[src/rtl/edge_pkg.sv]
// Shared types and frame defaults for the edge filter frame path.
// Used by the frame sequencer and its write mapper.
package edge_pkg;

   localparam int IMG_W_DEF  = 638;
   localparam int IMG_H_DEF  = 478;
   localparam int ADDR_W_DEF = 19;
   localparam int FRAME_PIX  = IMG_W_DEF * IMG_H_DEF;
   localparam int BORDER     = 2;

   typedef enum logic [2:0] {
      IDLE,
      CLEAR,
      FEED,
      FLUSH,
      DRAIN,
      DONE
   } seq_state_t;

endpackage

[src/rtl/edge_wr_mapper.sv]
// Output side of the frame sequencer: skips the filter warm-up
// strobes, maps window centres to row-major writes, zeroes the border.
module edge_wr_mapper
   import edge_pkg::*;
#(
   parameter int IMG_W      = IMG_W_DEF,
   parameter int IMG_H      = IMG_H_DEF,
   parameter int ADDR_W     = ADDR_W_DEF,
   parameter int CENTER_OFS = 2 * IMG_W + 2
) (
   input  logic              clk,
   input  logic              rst,
   input  logic              clr,
   input  logic              en,
   input  logic [3:0]        pixel,
   input  logic              strobe,
   output logic              wr_en,
   output logic [ADDR_W-1:0] wr_addr,
   output logic [3:0]        wr_data,
   output logic              last_write
);

   localparam int PIX = IMG_W * IMG_H;
   localparam int RW  = $clog2(IMG_H);
   localparam int CW  = $clog2(IMG_W);

   localparam logic [ADDR_W-1:0] K_LAST = ADDR_W'(CENTER_OFS - 1);
   localparam logic [ADDR_W-1:0] M_LAST = ADDR_W'(PIX - 1);
   localparam logic [CW-1:0]     C_LAST = CW'(IMG_W - 1);
   localparam logic [RW-1:0]     R_LO   = RW'(BORDER);
   localparam logic [RW-1:0]     R_HI   = RW'(IMG_H - 1 - BORDER);
   localparam logic [CW-1:0]     C_LO   = CW'(BORDER);
   localparam logic [CW-1:0]     C_HI   = CW'(IMG_W - 1 - BORDER);

   logic [ADDR_W-1:0] k;
   logic              primed;
   logic [ADDR_W-1:0] m;
   logic [RW-1:0]     r;
   logic [CW-1:0]     c;
   logic              inner;

   // window centre lies inside the 2-pixel border
   always_comb begin
      inner = (r >= R_LO) && (r <= R_HI) &&
              (c >= C_LO) && (c <= C_HI);
   end

   // discard warm-up strobes, then one registered write per strobe
   always_ff @(posedge clk or posedge rst) begin
      if (rst) begin
         k          <= '0;
         primed     <= 1'b0;
         m          <= '0;
         r          <= '0;
         c          <= '0;
         wr_en      <= 1'b0;
         wr_addr    <= '0;
         wr_data    <= '0;
         last_write <= 1'b0;
      end else if (clr) begin
         k          <= '0;
         primed     <= 1'b0;
         m          <= '0;
         r          <= '0;
         c          <= '0;
         wr_en      <= 1'b0;
         wr_addr    <= '0;
         wr_data    <= '0;
         last_write <= 1'b0;
      end else begin
         wr_en <= 1'b0;
         if (en && strobe && !last_write) begin
            if (!primed) begin
               if (k == K_LAST)
                  primed <= 1'b1;
               else
                  k <= k + 1'b1;
            end else begin
               wr_en   <= 1'b1;
               wr_addr <= m;
               wr_data <= inner ? pixel : 4'd0;
               if (m == M_LAST) begin
                  last_write <= 1'b1;
               end else begin
                  m <= m + 1'b1;
                  if (c == C_LAST) begin
                     c <= '0;
                     r <= r + 1'b1;
                  end else begin
                     c <= c + 1'b1;
                  end
               end
            end
         end
      end
   end

endmodule

[src/rtl/edge_frame_sequencer.sv]
// Frame controller for the 5x5 edge filter: clears the filter, streams a
// frame in gap-free, flushes with zeros and collects aligned results.
module edge_frame_sequencer
   import edge_pkg::*;
#(
   parameter int IMG_W      = IMG_W_DEF,
   parameter int IMG_H      = IMG_H_DEF,
   parameter int ADDR_W     = ADDR_W_DEF,
   parameter int CENTER_OFS = 2 * IMG_W + 2,
   parameter int FLUSH_PAD  = 2
) (
   input  logic              clk,
   input  logic              rst,
   input  logic              start,
   input  logic              abort,
   output logic              busy,
   output logic              done,
   output logic              src_rd_en,
   output logic [ADDR_W-1:0] src_rd_addr,
   input  logic [3:0]        src_rd_data,
   output logic              filt_rst,
   output logic [3:0]        filt_pixel_in,
   output logic              filt_in_ready,
   input  logic [3:0]        filt_pixel_out,
   input  logic              filt_out_ready,
   output logic              dst_wr_en,
   output logic [ADDR_W-1:0] dst_wr_addr,
   output logic [3:0]        dst_wr_data
);

   localparam int PIX = IMG_W * IMG_H;

   localparam logic [ADDR_W-1:0] RD_LAST = ADDR_W'(PIX - 1);
   localparam logic [ADDR_W-1:0] FL_LAST = ADDR_W'(CENTER_OFS + FLUSH_PAD - 1);

   seq_state_t        state;
   seq_state_t        nxt;
   logic [ADDR_W-1:0] rd_addr;
   logic [ADDR_W-1:0] fcnt;
   logic              rd_q;
   logic              flush_q;
   logic              last_write;
   logic              map_clr;

   // state register
   always_ff @(posedge clk or posedge rst) begin
      if (rst)
         state <= IDLE;
      else
         state <= nxt;
   end

   // next state and state-decoded strobes
   always_comb begin
      nxt       = state;
      busy      = 1'b0;
      done      = 1'b0;
      src_rd_en = 1'b0;
      filt_rst  = 1'b0;
      unique case (state)
         IDLE: begin
            if (start)
               nxt = CLEAR;
         end
         CLEAR: begin
            busy     = 1'b1;
            filt_rst = 1'b1;
            nxt      = FEED;
         end
         FEED: begin
            busy      = 1'b1;
            src_rd_en = 1'b1;
            if (rd_addr == RD_LAST)
               nxt = FLUSH;
         end
         FLUSH: begin
            busy = 1'b1;
            if (fcnt == FL_LAST)
               nxt = DRAIN;
         end
         DRAIN: begin
            busy = 1'b1;
            if (last_write)
               nxt = DONE;
         end
         DONE: begin
            done = 1'b1;
            nxt  = IDLE;
         end
         default: nxt = IDLE;
      endcase
      if (abort)
         nxt = IDLE;
   end

   // read address, flush length and the one-cycle source alignment
   always_ff @(posedge clk or posedge rst) begin
      if (rst) begin
         rd_addr <= '0;
         fcnt    <= '0;
         rd_q    <= 1'b0;
         flush_q <= 1'b0;
      end else if (abort) begin
         rd_addr <= '0;
         fcnt    <= '0;
         rd_q    <= 1'b0;
         flush_q <= 1'b0;
      end else begin
         rd_q    <= (state == FEED);
         flush_q <= (state == FLUSH);
         if (state == CLEAR)
            rd_addr <= '0;
         else if (state == FEED && rd_addr != RD_LAST)
            rd_addr <= rd_addr + 1'b1;
         fcnt <= (state == FLUSH) ? fcnt + 1'b1 : '0;
      end
   end

   assign src_rd_addr   = rd_addr;
   assign filt_in_ready = rd_q | flush_q;
   assign filt_pixel_in = rd_q ? src_rd_data : 4'd0;
   assign map_clr       = abort | (state == CLEAR);

   edge_wr_mapper #(
      .IMG_W      (IMG_W),
      .IMG_H      (IMG_H),
      .ADDR_W     (ADDR_W),
      .CENTER_OFS (CENTER_OFS)
   ) u_map (
      .clk        (clk),
      .rst        (rst),
      .clr        (map_clr),
      .en         (busy),
      .pixel      (filt_pixel_out),
      .strobe     (filt_out_ready),
      .wr_en      (dst_wr_en),
      .wr_addr    (dst_wr_addr),
      .wr_data    (dst_wr_data),
      .last_write (last_write)
   );

endmodule

[config.mk]
export PLATFORM = sky130hd
export DESIGN_NAME = edge_frame_sequencer
export DESIGN_NICKNAME = d
export VERILOG_FILES = /design/src/rtl/edge_pkg.sv /design/src/rtl/edge_wr_mapper.sv /design/src/rtl/edge_frame_sequencer.sv
export SDC_FILE = /design/constraint.sdc
export NUM_CORES = 1
export LEC_CHECK = 0
export BUFFER_PORTS_ARGS = -buffer_cell sky130_fd_sc_hd__buf_2
export CORE_MARGIN = 2
export CORE_UTILIZATION = 58
export DETAILED_ROUTE_END_ITERATION = 10
export GPL_TIMING_DRIVEN = 0
export PLACE_DENSITY = 0.78
export REMOVE_ABC_BUFFERS = 1
export SETUP_SLACK_MARGIN = 0.3
export SLEW_MARGIN = 20
export SYNTH_ARGS = -nofsm -noshare
export SYNTH_HDL_FRONTEND = slang
export SYNTH_HIERARCHICAL = 1
export SYNTH_SLANG_ARGS = --single-unit
[constraint.sdc]
create_clock -name clk -period 4.48 [get_ports clk]
set_input_delay 0.672 -clock clk [delete_from_list [all_inputs] [get_ports clk]]
set_output_delay 0.672 -clock clk [all_outputs]
set_load 0.02 [all_outputs]
# Word-level counts from Yosys, hierarchy flattened
# Cells that the tools add are included.
dict set report word_totals {
  wordCells 118
  inputBits 13
  output_inout_bits 52
  regBits 126
}
dict set report op_classes {
  n_mux 54
  n_addsub 6
  n_lt_le_gt_ge 4
  n_eq_ne 18
  n_bitwise 2
  reduce_logical 20
}
# op n
set ops {}
lappend ops {{$mux W19} 16}
lappend ops {{$add A19 B1 Y19 const B} 4}
lappend ops {{$mux W10} 5}
lappend ops {{$mux W9} 5}
lappend ops {{$eq A19 B11 Y1 const B} 2}
lappend ops {{$eq A19 B19 Y1 const B} 2}
lappend ops {{$mux W4} 5}
lappend ops {{$ne A19 B19 Y1 const B} 1}
lappend ops {{$mux W1} 17}
lappend ops {{$mux W3} 5}
lappend ops {{$pmux W3 S5} 1}
lappend ops {{$add A10 B1 Y10 const B} 1}
lappend ops {{$eq A10 B10 Y1 const B} 1}
lappend ops {{$ge A10 B2 Y1 const B} 1}
lappend ops {{$le A10 B10 Y1 const B} 1}
lappend ops {{$add A9 B1 Y9 const B} 1}
lappend ops {{$ge A9 B2 Y1 const B} 1}
lappend ops {{$le A9 B9 Y1 const B} 1}
lappend ops {{$ne A3 B3 Y1 const B} 3}
lappend ops {{$reduce_and A3 Y1} 3}
lappend ops {{$reduce_and A4 Y1} 2}
lappend ops {{$reduce_bool A2 Y1} 4}
lappend ops {{$eq A3 B2 Y1 const B} 2}
lappend ops {{$eq A3 B3 Y1 const B} 2}
lappend ops {{10 further kinds} 18}

# Depth between registers and ports, before layout
dict set report logic_depth {
  depth_word 8
  ltp_mapped 13
  ltp_nobuf 8
}

# Cells and area by module
# Netlist, hierarchy kept.
# module area_per_inst_um2 seq_area_each_um2 cells_per_inst n_inst
set by_module_without_submodules {}
lappend by_module_without_submodules {edge_wr_mapper 4434.3 2077.0 476 1}
lappend by_module_without_submodules {edge_frame_sequencer 2288.4 1076.0 241 1}

# Worst setup path before layout
# No wires, ideal clock.
dict set report synth_timing {
  path_kind {reg2reg}
  start {register state[2]}
  end {register u_map.k[12]}
  path_slack_ns 0.981
  stages_incl_launch_ff 12
  period_less_slack_ns 3.499
  setup_time_ns 0.074
  t_required_ns 4.406
  path_buffers 3
  arrival_ns 3.425
  path_cell_list {dfrtp_1 > buf_6 > nor3b_1 > nor2_1 > inv_1 > buf_1 > buf_2 > inv_1 > o31a_1 > a21o_4 > or4_2 > a21oi_2}
}
dict set report synth_between {
  word_cells_on_any_way 14
  classes_between {6 x eq/ne; 2 x mux; 1 x bitwise; 5 x reduce/logical}
}
# element line_no
set synth_lines {}
lappend synth_lines {{start: declaration} edge_frame_sequencer.sv:36} ;# seq_state_t state;
lappend synth_lines {{start signal: assignment} edge_frame_sequencer.sv:50} ;# state <= nxt;
lappend synth_lines {{$eq A3 B1 Y1 *} edge_frame_sequencer.sv:122} ;# assign map_clr = abort | (state == CLEAR);
lappend synth_lines {{$or A1 B1 Y1 *} edge_frame_sequencer.sv:122}
lappend synth_lines {{via map_clr} edge_frame_sequencer.sv:43} ;# logic map_clr;
lappend synth_lines {{$ne A2 B2 Y1 (no line) or $reduce_bool A2 Y1 (tied branches)} n/a}
lappend synth_lines {{$reduce_and A3 Y1 (no line)} n/a}
lappend synth_lines {{end signal: assignment} edge_wr_mapper.sv:77} ;# k <= k + 1'b1;
lappend synth_lines {{end: declaration} edge_wr_mapper.sv:35} ;# logic [ADDR_W-1:0] k;
# The timed path passes the listed nets; every way through them passes the cells marked *.
# A chain may end at the register's enable or synchronous reset.

# Worst setup path in the final report
dict set report layout_timing {
  start {register state[2]}
  end {register u_map.k[12]}
}
dict set report layout_between {
  elab_chain_cells 7
  word_cells_on_any_way 14
  classes_between {6 x eq/ne; 2 x mux; 1 x bitwise; 5 x reduce/logical}
}
# element line_no
set layout_lines {}
lappend layout_lines {{$eq A3 B2 Y1, or another cell as far along} edge_frame_sequencer.sv:60} ;# unique case (state)
lappend layout_lines {{$reduce_or A4 Y1 (no line)} n/a}
lappend layout_lines {{$mux W1} edge_frame_sequencer.sv:60}
lappend layout_lines {{$logic_and A1 B1 Y1 (2 in series)} edge_wr_mapper.sv:72} ;# if (en && strobe && !last_write) begin
lappend layout_lines {{$reduce_bool A2 Y1 (no line)} n/a}
lappend layout_lines {{$reduce_and A3 Y1 (no line)} n/a}
# Parallel ways exist; a longest one is shown, timed or not.

==> qor.yml <==
timing:
  clock.fmax_mhz: 272
  fin_crit_ns: 3.67
  maxSlewHeadroom_pct: 27.8
  finalSetupViolations: 0
  timing.final.crit_share_pct: 82.0
  finClkSkew_ns: 0.00459
  finalHoldViolations: 0
  rsz0062_at_grt: "no"
  worstMarginPinSlew_ns: 1.08
  slew_violations: 0
  setup_ws_ns: 0.809
critical_path:
  path_class: "register to register"
  startpoint_type: "register"
  endpoint_kind: "register"
  crit_arrival_ns: 4.02
  cp.required_ns: 4.83
  worstPathMaxFanout: 57
hold_path:
  hold_path_class: "primary input to asynchronous set/reset pin"
logic_synthesis:
  syn_avg_cell_area_um2: 9.38
  synth_cells: 717
  synth_cell_types: 71
  dominantRegCellSynth: "dfrtp_1"
  ys_warn_count: 6
  synth_area_um2: 6720
  synth_seq_area_share_pct: 46.9
  ys_ff_latch: 126
  async_flop_share_pct: 100
  synth-edff-count: 0
global_route:
  grt_start_max_net_pins: 58
  grt_use_total_pct: 25.8
  grt_overflow: 0
  antenna_found_initial: 0
  grt_pass1_vias: 5522
  grt_pass1_wl_um: 26200
detailed_routing:
  vias: 5789
  wirelength_um: 15500
  drcViolationCount: 0
  final_antenna_net_count: 0
  viasPerCell: 6.22
  drtPass1Iterations: 5
  post_drt_wl_per_cell_um: 16.6
  drtIter0Drc: 570
status:
  status: "completed"
clocking:
  cts_hold_buf: 0
  cts_tree: "built"
  clkSlewWorstSetupHoldPaths_ns: 0.05
  post-cts-setup-buffers: 0
  clockBufferDepth: 2
  clk-insertion-delay-late_ns: 0.43
  post_cts_resized: 0
  cts.sinks: 126
  htree_levels: 4
  cts_buffers: 17
  cts-root-buf: "clkbuf_16"
placed_design:
  port_buffers: 64
  pre_cts_slack_ns: 0.888
  dpl.hpwl_um: 10200
  gp_congestion: 0.849
  place_inst: 898
final_layout:
  area_growth_pct: 15.4
  fillers: 869
  final_cells: 931
  diodes: 0
  utilization_pct: 68.3
  fin_nets: 798
  multi_input_area_um2: 3310
  regArea_um2: 3150
  drive_above_1_share_pct: 17.1
run:
  drv_cap: 0
die:
  start_util_pct: 59.1
  die_y_um: 112
  fp.coreArea_um2: 11400
  placementRows: 39
  die_w_um: 112
  fp.dieArea_um2: 12500
  num_io_pins: 65
power:
  powerDensity_nw_per_um2: 360
  p_leak_nw: 3.30
  irDropWorstVdd_uv: 385
==> worst max-delay path, stage by stage, from the launching register on <==
cell	delay (ns)
dfrtp_1	0.46
nor3b_1	0.51
nor2_1	0.25
inv_4	0.49
buf_12	0.29
inv_1	0.18
o31a_1	0.23
a21o_4	0.30
or4_2	0.68
a21oi_2	0.15
==> routing by layer <==
layer / GRT usage, % / part of all wire [%] / vias up
li1: - / - / 2739
met1: 32.4 / 43 / 2875
met2: 43.8 / 51 / 149
met3: 4.84 / 4.0 / 26
met4: 11.4 / 1.9 / 0
met5: 0 / 0 / -
==> path summary, 6_finish.rpt <==
check | end | depth (start not counted) | slack, ns | from
worst max-delay path | u_map/k[12] | 9 | 0.81 | state[2]
worst min-delay path | fcnt[16] | 2 | 0.23 | rst
worst max register to register | u_map/k[12] | 9 | 0.81 | state[2]
worst min register to register | u_map/wr_data[1] | 1 | 0.51 | u_map/wr_data[1]
max in group asynchronous | u_map/wr_addr[14] | 3 | 3.50 | rst
min in group clk | u_map/wr_data[1] | 2 | 0.47 | filt_pixel_out[1]
==> cell type report <==
type | count | area share (%)
Timing Repair Buffer | 68 | 5.00
Clock buffer | 21 | 5.93
Tap cell | 143 | 2.31
Multi-Input combinational cell | 538 | 42.7
Sequential cell | 126 | 40.6
Inverter | 24 | 1.32
Clock inverter | 11 | 2.11
==> state kept, by name, summed over array words and instances, names as in the netlist, 3 cells and up <==
signal / count
u_map/r: 9
u_map/m: 19
fcnt: 19
u_map/wr_data: 4
u_map/c: 10
src_rd_addr: 19
u_map/k: 19
u_map/wr_addr: 19
state: 3
==> cell usage in the layout, fill, tap and decap left out, drive strengths merged, types with 3 or more instances in the layout <==
cell	count
or4	24
nand2	87
nand2b	5
clkinv	5
inv	24
o21ai	23
and3	9
nand4	22
a211oi	5
xnor2	18
nor2	62
and2	9
o31ai	23
and4	7
nand3	44
nor4	13
mux2	3
a21oi	62
dfrtp	126
nor3	12
clkbuf	22
xor2	16
o211ai	4
buf	67
or4b	4
mux2i	7
or2	4
a22o	5
bufinv	4
ha	10
nor2b	5
or3	26
==> per-stage QoR <==
step,TNS (ns),cell area [µm²],hold WS [ns],power (mW)
after floorplan,-0.207,6570,0.467,1.29
after global placement,-30.13,7060,0.487,1.34
after detailed placement,0,7130,0.495,1.35
after CTS,0,7750,0.233,2.81
after global routing,0,7760,0.249,2.88
final,0,7760,0.228,2.79
==> cells by family (layout without fill, tap and decap cells) <==
family	after synthesis	after routing	share of synthesized area, %
compound gates	137	137	12.9
simple gates	347	347	28.5
flops	126	126	46.9
mux	10	10	1.60
fa+ha+maj	10	10	1.86
xor+xnor	34	34	4.43
buf+inv	53	124	3.80
==> cell usage after synthesis, types with 13 or more instances <==
| cell type | n | share of area (%) |
|---|---|---|
| a21oi_1 | 60 | 4.5 |
| clkbuf_1 | 16 | 0.89 |
| dfrtp_1 | 126 | 47 |
| inv_1 | 23 | 1.3 |
| nand2_1 | 87 | 4.9 |
| nand3_1 | 43 | 3.2 |
| nand4_1 | 20 | 1.9 |
| nor2_1 | 62 | 3.5 |
| nor4_1 | 13 | 1.2 |
| o21ai_0 | 20 | 1.5 |
| o31ai_1 | 22 | 2.5 |
| or3_1 | 23 | 2.1 |
| or4_1 | 23 | 2.6 |
| xnor2_1 | 18 | 2.3 |
| xor2_1 | 16 | 2.1 |
==> power by group <==
| part | internal (mW) | switching [mW] |
|---|---|---|
| clock | 0.955 | 0.502 |
| combinational | 0.0452 | 0.119 |
| sequential | 1.15 | 0.0200 |
Note: power is estimated with default switching activity, not from simulation.
